===== config.mk =====
export PLATFORM = sky130hd
export DESIGN_NAME = kpscan_flat
export DESIGN_NICKNAME = d
export VERILOG_FILES = /design/src/rtl/kpscan_if.sv /design/src/rtl/kpscan.sv /design/src/flat_wrapper.sv
export SDC_FILE = /design/constraint.sdc
export NUM_CORES = 1
export LEC_CHECK = 0
export CELL_PAD_IN_SITES_DETAIL_PLACEMENT = 0
export CELL_PAD_IN_SITES_GLOBAL_PLACEMENT = 1
export CORE_ASPECT_RATIO = 0.75
export CORE_MARGIN = 8
export CORE_UTILIZATION = 45
export CTS_CLUSTER_DIAMETER = 100
export DETAILED_ROUTE_END_ITERATION = 16
export DONT_BUFFER_PORTS = 1
export PLACE_DENSITY = 0.78
export SETUP_SLACK_MARGIN = 0.05
export SKIP_CTS_REPAIR_TIMING = 1
export SLEW_MARGIN = 20
export SYNTH_ARGS = -nofsm -noshare
export SYNTH_HDL_FRONTEND = slang
export SYNTH_SLANG_ARGS = --single-unit

===== constraint.sdc =====
create_clock -name i_clk -period 6.3 [get_ports i_clk]
set_input_delay 0.945 -clock i_clk [delete_from_list [all_inputs] [get_ports i_clk]]
set_output_delay 0.945 -clock i_clk [all_outputs]
set_load 0.01 [all_outputs]

===== src/rtl/kpscan_if.sv =====
// rtl/kpscan_if.sv - peripheral bus bundle between the bus master and the kpscan controller
interface kpscan_if;
    logic        i_wb_cyc;
    logic        i_wb_stb;
    logic        i_wb_we;
    logic        i_wb_addr;
    logic [31:0] i_wb_data;
    logic        o_wb_ack;
    logic        o_wb_stall;
    logic [31:0] o_wb_data;

    modport master (
        output i_wb_cyc, i_wb_stb, i_wb_we, i_wb_addr, i_wb_data,
        input  o_wb_ack, o_wb_stall, o_wb_data
    );

    modport slave (
        input  i_wb_cyc, i_wb_stb, i_wb_we, i_wb_addr, i_wb_data,
        output o_wb_ack, o_wb_stall, o_wb_data
    );
endinterface


===== src/rtl/kpscan.sv =====
// rtl/kpscan.sv - 4x4 keypad scanner with debounce, key-code FIFO and level interrupt
// Optional held-key auto-repeat is built when KPSCAN_REPEAT_EN is defined.
module kpscan #(
    parameter int SETTLE_CYCLES  = 8,
    parameter int DEBOUNCE_LGCYC = 16,
    parameter int LGFIFO         = 3
) (
    input  logic       i_clk,
    input  logic       i_reset_n,
    kpscan_if.slave    wb,
    output logic [3:0] o_kp_col,
    input  logic [3:0] i_kp_row,
    output logic       o_kp_int
);
    localparam int DEPTH = 1 << LGFIFO;
    localparam int CW = (DEBOUNCE_LGCYC + 1 > $clog2(SETTLE_CYCLES + 2) + 1) ?
                        DEBOUNCE_LGCYC + 1 : $clog2(SETTLE_CYCLES + 2) + 1;
    localparam logic [CW-1:0]   DB_LAST = CW'((64'd1 << DEBOUNCE_LGCYC) - 64'd1);
    localparam logic [CW-1:0]   ST_LAST = CW'(SETTLE_CYCLES + 1);
    localparam logic [LGFIFO:0] FULL    = (LGFIFO+1)'(DEPTH);

    typedef enum logic [2:0] {
        IDLE   = 3'd0,
        SCAN   = 3'd1,
        DEBNC  = 3'd2,
        REPORT = 3'd3,
        RELSE  = 3'd4
    } state_t;

    state_t          r_state, n_state;
    logic [1:0]      r_col, n_col;
    logic [1:0]      r_rid, n_rid;
    logic [CW-1:0]   r_cnt, n_cnt;
    logic [3:0]      r_row_meta, r_row;
    logic            r_enable;
    logic            push;
`ifdef KPSCAN_REPEAT_EN
    logic [DEBOUNCE_LGCYC+3:0] r_hcnt, n_hcnt;
    logic                      r_repeat;
`endif

    logic [3:0]      mem [DEPTH];
    logic [LGFIFO-1:0] r_wr, r_rd;
    logic [LGFIFO:0] r_count;
    logic            r_ovf;
    logic            accept, key_rd, ctrl_wr, pop, flush, do_push;
    logic [31:0]     rdata;
    logic            unused_wdata;

    function automatic logic [1:0] low_row(input logic [3:0] rows);
        low_row = 2'd0;
        for (int i = 3; i >= 0; i--)
            if (!rows[i]) low_row = 2'(i);
    endfunction

    always_ff @(posedge i_clk or negedge i_reset_n) begin
        if (!i_reset_n) begin
            r_row_meta <= 4'hf;
            r_row      <= 4'hf;
        end else begin
            r_row_meta <= i_kp_row;
            r_row      <= r_row_meta;
        end
    end

    always_ff @(posedge i_clk or negedge i_reset_n) begin
        if (!i_reset_n) begin
            r_state <= IDLE;
            r_col   <= 2'd0;
            r_rid   <= 2'd0;
            r_cnt   <= '0;
`ifdef KPSCAN_REPEAT_EN
            r_hcnt  <= '0;
`endif
        end else begin
            r_state <= n_state;
            r_col   <= n_col;
            r_rid   <= n_rid;
            r_cnt   <= n_cnt;
`ifdef KPSCAN_REPEAT_EN
            r_hcnt  <= n_hcnt;
`endif
        end
    end

    always_comb begin
        n_state = r_state;
        n_col   = r_col;
        n_rid   = r_rid;
        n_cnt   = r_cnt;
        push    = 1'b0;
`ifdef KPSCAN_REPEAT_EN
        n_hcnt  = '0;
`endif
        if (!r_enable) begin
            n_state = IDLE;
            n_col   = 2'd0;
            n_cnt   = '0;
        end else begin
            case (r_state)
                IDLE: begin
                    n_cnt = '0;
                    if (r_row != 4'hf) begin
                        n_state = SCAN;
                        n_col   = 2'd0;
                    end
                end
                SCAN: begin
                    // The extra two cycles cover the row synchroniser latency.
                    if (r_cnt == ST_LAST) begin
                        n_cnt = '0;
                        if (r_row != 4'hf) begin
                            n_state = DEBNC;
                            n_rid   = low_row(r_row);
                        end else if (r_col == 2'd3) begin
                            n_state = IDLE;
                        end else begin
                            n_col = r_col + 2'd1;
                        end
                    end else begin
                        n_cnt = r_cnt + 1'b1;
                    end
                end
                DEBNC: begin
                    if (r_row == 4'hf || low_row(r_row) != r_rid) begin
                        n_state = SCAN;
                        n_col   = 2'd0;
                        n_cnt   = '0;
                    end else if (r_cnt == DB_LAST) begin
                        n_state = REPORT;
                        n_cnt   = '0;
                    end else begin
                        n_cnt = r_cnt + 1'b1;
                    end
                end
                REPORT: begin
                    push    = 1'b1;
                    n_state = RELSE;
                    n_cnt   = '0;
                end
                RELSE: begin
                    if (r_row != 4'hf) begin
                        n_cnt = '0;
`ifdef KPSCAN_REPEAT_EN
                        n_hcnt = r_hcnt + 1'b1;
                        if (r_repeat && (&r_hcnt)) begin
                            n_state = SCAN;
                            n_col   = 2'd0;
                            n_hcnt  = '0;
                        end
`endif
                    end else if (r_cnt == DB_LAST) begin
                        n_state = IDLE;
                        n_cnt   = '0;
                    end else begin
                        n_cnt = r_cnt + 1'b1;
                    end
                end
                default: begin
                    n_state = IDLE;
                    n_cnt   = '0;
                end
            endcase
        end
    end

    assign o_kp_col = (r_enable && (r_state == SCAN || r_state == DEBNC)) ?
                      ~(4'b0001 << r_col) : 4'h0;

    assign accept  = wb.i_wb_cyc & wb.i_wb_stb;
    assign key_rd  = accept & ~wb.i_wb_we & ~wb.i_wb_addr;
    assign ctrl_wr = accept & wb.i_wb_we & wb.i_wb_addr;
    assign flush   = ctrl_wr & wb.i_wb_data[1];
    assign pop     = key_rd && (r_count != '0) && !flush;
    // A pop in the same cycle frees the slot, so a push into a full FIFO still lands.
    assign do_push = push && !flush && (r_count != FULL || pop);
    assign unused_wdata = ^wb.i_wb_data[31:2];

    always_ff @(posedge i_clk) begin
        if (do_push) mem[r_wr] <= {r_rid, r_col};
    end

    always_ff @(posedge i_clk or negedge i_reset_n) begin
        if (!i_reset_n) begin
            r_wr    <= '0;
            r_rd    <= '0;
            r_count <= '0;
            r_ovf   <= 1'b0;
        end else if (flush) begin
            r_wr    <= '0;
            r_rd    <= '0;
            r_count <= '0;
            r_ovf   <= 1'b0;
        end else begin
            if (do_push) r_wr <= r_wr + 1'b1;
            if (pop)     r_rd <= r_rd + 1'b1;
            case ({do_push, pop})
                2'b10:   r_count <= r_count + 1'b1;
                2'b01:   r_count <= r_count - 1'b1;
                default: r_count <= r_count;
            endcase
            if (push && r_count == FULL && !pop) r_ovf <= 1'b1;
            else if (key_rd)                     r_ovf <= 1'b0;
        end
    end

    always_ff @(posedge i_clk or negedge i_reset_n) begin
        if (!i_reset_n) begin
            r_enable <= 1'b1;
`ifdef KPSCAN_REPEAT_EN
            r_repeat <= 1'b1;
`endif
        end else if (ctrl_wr) begin
            r_enable <= wb.i_wb_data[0];
`ifdef KPSCAN_REPEAT_EN
            r_repeat <= wb.i_wb_data[2];
`endif
        end
    end

    always_comb begin
        rdata = '0;
        if (!wb.i_wb_addr) begin
            rdata[3:0]          = (r_count != '0) ? mem[r_rd] : 4'h0;
            rdata[4]            = (r_count != '0);
            rdata[5]            = r_ovf;
            rdata[LGFIFO+8:8]   = r_count;
        end else begin
            rdata[0] = r_enable;
`ifdef KPSCAN_REPEAT_EN
            rdata[2] = r_repeat;
`endif
        end
    end

    always_ff @(posedge i_clk or negedge i_reset_n) begin
        if (!i_reset_n) begin
            wb.o_wb_ack  <= 1'b0;
            wb.o_wb_data <= '0;
            o_kp_int     <= 1'b0;
        end else begin
            wb.o_wb_ack <= accept;
            if (accept) wb.o_wb_data <= rdata;
            o_kp_int    <= (r_count != '0);
        end
    end

    assign wb.o_wb_stall = 1'b0;
endmodule

===== src/flat_wrapper.sv =====
// flat-port wrapper written by rule: the top's interface ports become plain ports
module kpscan_flat 
#(
    parameter int SETTLE_CYCLES  = 8,
    parameter int DEBOUNCE_LGCYC = 16,
    parameter int LGFIFO         = 3
)
  (i_clk, i_reset_n, o_kp_col, i_kp_row, o_kp_int, wb_i_wb_cyc, wb_i_wb_stb, wb_i_wb_we, wb_i_wb_addr, wb_i_wb_data, wb_o_wb_ack, wb_o_wb_stall, wb_o_wb_data);
  kpscan_if wb_i ();
  input  logic i_clk;
  input  logic i_reset_n;
  output logic [3:0] o_kp_col;
  input  logic [3:0] i_kp_row;
  output logic o_kp_int;
  input wire logic [$bits(wb_i.i_wb_cyc)-1:0] wb_i_wb_cyc;
  input wire logic [$bits(wb_i.i_wb_stb)-1:0] wb_i_wb_stb;
  input wire logic [$bits(wb_i.i_wb_we)-1:0] wb_i_wb_we;
  input wire logic [$bits(wb_i.i_wb_addr)-1:0] wb_i_wb_addr;
  input wire logic [$bits(wb_i.i_wb_data)-1:0] wb_i_wb_data;
  output wire logic [$bits(wb_i.o_wb_ack)-1:0] wb_o_wb_ack;
  output wire logic [$bits(wb_i.o_wb_stall)-1:0] wb_o_wb_stall;
  output wire logic [$bits(wb_i.o_wb_data)-1:0] wb_o_wb_data;
  assign wb_i.i_wb_cyc = wb_i_wb_cyc;
  assign wb_i.i_wb_stb = wb_i_wb_stb;
  assign wb_i.i_wb_we = wb_i_wb_we;
  assign wb_i.i_wb_addr = wb_i_wb_addr;
  assign wb_i.i_wb_data = wb_i_wb_data;
  assign wb_o_wb_ack = wb_i.o_wb_ack;
  assign wb_o_wb_stall = wb_i.o_wb_stall;
  assign wb_o_wb_data = wb_i.o_wb_data;
  kpscan #(.SETTLE_CYCLES(SETTLE_CYCLES), .DEBOUNCE_LGCYC(DEBOUNCE_LGCYC), .LGFIFO(LGFIFO)) u_core (.i_clk(i_clk), .i_reset_n(i_reset_n), .wb(wb_i), .o_kp_col(o_kp_col), .i_kp_row(i_kp_row), .o_kp_int(o_kp_int));
endmodule

==> results.yml <==
floorplanning:
  rows: 31
  dieWidth_um: 129
  dieArea_um2: 13000
  dieHeight_um: 101
  start_util_pct: 45.6
  pin_count: 81
  core_um2: 9500
route:
  drc: 0
  antenna_left: 0
  drtIter0Drc: 128
  drt-total-wl_mm: 7.81
  routedWlPerCell_um: 15.4
  viasPerCell: 5.13
  num_vias: 2606
  drt-pass1-iter-count: 4
setup_path:
  crit_type: "flop to flop"
  worstPathRequired_ns: 6.52
  arrival_ns: 3.10
  critPathCaptureType: "flop"
  timing.rr.start: "u_core.r_count[1]"
  slowest_delay_ns: 0.60
  crit_path_start: "u_core.r_count[1]"
  critPathMaxFanout: 6
  r2r_cells: 10
  cp_cell_sequence: "nor4_1 > inv_1 > nand2_1 > nor2_1 > ha_1 > nand3_1 > a211oi_1 > nand3b_1 > o211ai_1 > a32o_1"
  cp-start-kind: "flop"
  slowest_stage: "nor4_1"
yosys:
  yosys_warnings: 0
  synth_edf_count: 32
  syn-mean-instance-area_um2: 11.6
  ys_seq_elements: 88
  syn_area_um2: 4330
  syn_inst: 373
  async_flop_share_pct: 63.6
  seq_area_frac_synth_pct: 54.8
  ys.flop_type: "dfrtp_1"
  synth_cell_types: 59
layout:
  design_area_um2: 4660
  fin_cells: 508
  layout_common_cells: "dfrtp_1 (47), nor2_1 (41), edfxtp_1 (32)"
  syn2layout_area_growth_pct: 7.66
  fillers: 879
  drive_above_1_share_pct: 12.2
  n_antenna_cell: 0
  final_nets: 426
  final_util_pct: 49.0
  layout_commonest_cell: "dfrtp_1"
global_route:
  track_usage_pct: 12.9
  antenna_found_initial: 0
  grt_pass1_vias: 2649
  grt_pass1_wl_mm: 13.0
  grt_max_degree: 57
  grt_remaining_overflow: 0
power:
  p_clk_share_pct: 37.3
  p_sw_share_pct: 27.4
  p_comb_share_pct: 12.6
  ir_drop_v: 0.000183
  power_switching_mw: 0.394
  powerDensity_nw_per_um2: 309
  p_leak_nw: 1.85
  seqPwrFrac_pct: 50.1
  power_mw: 1.44
  p_int_mw: 1.05
place:
  io_buffers: 0
  finalWeightedCongestion: 0.784
  placed_cell_area_um2: 4350
  place_ws_ns: 3.35
  dp.cells: 492
  dp_hpwl_mm: 5.56
sta:
  max_freq_ghz: 0.347
  finalSetupViolCount: 0
  slew_headroom_pct: 51.3
  finalHoldViolCount: 0
  slew_violations: 0
  rsz0062_at_grt: "no"
  tns_ns: 0
  setup_ws_ns: 3.42
  max_slew.worst_pin.slew_ns: 0.729
  hold_ws_ns: 0.298
  period_share_pct: 45.7
  fin_crit_ns: 2.88
  fin_skew_ns: 0.00457
outcome:
  status: "finished, final reports clean"
run:
  max_cap_viol_count: 0
hold_path:
  hold_path.class: "input pin to asynchronous set/reset pin"
clock_network:
  cts_buffer_depth: 2
  clk_latency_ns: 0.34
  numCtsBuffers: 9
  htree_levels: 3
  cts-root-buf: "clkbuf_16"
  cts_tree: "done"
  path_clk_slew_ns: 0.06
  cts_sinks: 88
cell families (layout without fill, tap and decap cells):
family	count (synthesis)	after routing	synth area share, %
other cells	1	23	0.0866
flops	88	88	54.8
mux	18	18	6.59
simple gates	146	146	18.0
fa+ha+maj	13	13	3.93
buf+inv	46	27	6.10
xor+xnor	20	20	4.05
compound gates	41	41	6.42
worst max-delay path: cells and delay by family, from the launching register on:
| kind | cells | cell delay, ns |
|---|---|---|
| DFF | 1 | 0.47 |
| adders and majority gates | 1 | 0.35 |
| AOI/OAI and AO/OA | 3 | 0.65 |
| and+or+nand+nor | 5 | 1.18 |
| buffers and inverters | 1 | 0.14 |
routing by layer:
layer  share of wire (%)  global-route usage, %  routed length, um
met5                   0                      0                  0
met4                 1.7                   5.31                131
met3                 6.9                   4.28                536
met2                  46                   20.0               3560
met1                  46                   16.2               3580
Yosys cell counts (7+ instances only):
cell	instances	area share, %
a21oi_1	8	0.92
and3_1	7	1.0
buf_4	23	4.0
clkbuf_1	8	0.69
dfrtp_1	47	27
dfstp_2	9	5.5
edfxtp_1	32	22
ha_1	12	3.5
inv_1	11	0.95
mux4_2	8	4.2
nand2_1	27	2.3
nand2b_1	9	1.3
nand3_1	16	1.8
nor2_1	41	3.6
nor3_1	8	0.92
o21ai_0	15	1.7
xnor2_1	11	2.2
xor2_1	9	1.8
final cells by class:
cell class | count | area (um^2) | share of cell area, %
multi-input cells | 261 | 1770 | 38.1
clock buffers | 11 | 243 | 5.21
clock inverters | 5 | 63.8 | 1.37
flip-flops and latches | 88 | 2370 | 50.9
well taps | 132 | 165 | 3.54
inverters | 11 | 41.3 | 0.886
state kept, by name, summed over array words and instances (netlist names):
register and cells:
u_core.r_cnt 17, u_core.r_ovf 1, u_core.r_count 4, u_core.r_wr 3
u_core.wb.o_wb_ack 1, u_core.o_kp_int 1, u_core.wb.o_wb_data 10, u_core.r_col 2
u_core.r_row 4, u_core.mem 32, u_core.r_rd 3, u_core.r_enable 1
u_core.r_state 3, u_core.r_rid 2, u_core.r_row_meta 4
final timing paths:
path | slack (ns) | endpoint
setup / recovery | 3.42 | u_core.r_count[3]
hold reg to reg | 0.36 | u_core.r_row[3]
min in group i_clk | 0.36 | u_core.r_row[3]
hold / removal | 0.30 | u_core.r_rd[2]
setup reg to reg | 3.42 | u_core.r_count[3]
max in group asynchronous | 5.80 | u_core.r_row_meta[1]
power groups by stage:
stage | sequential, mW | clock, mW | combinational (mW)
finish | 0.721 | 0.537 | 0.182
global route | 0.733 | 0.570 | 0.204
CTS | 0.722 | 0.552 | 0.182
detailed placement | 0.733 | 0 | 0.181
global placement | 0.732 | 0 | 0.175
floorplan | 0.681 | 0 | 0.203
No activity file was read; power rests on OpenSTA's default activity.
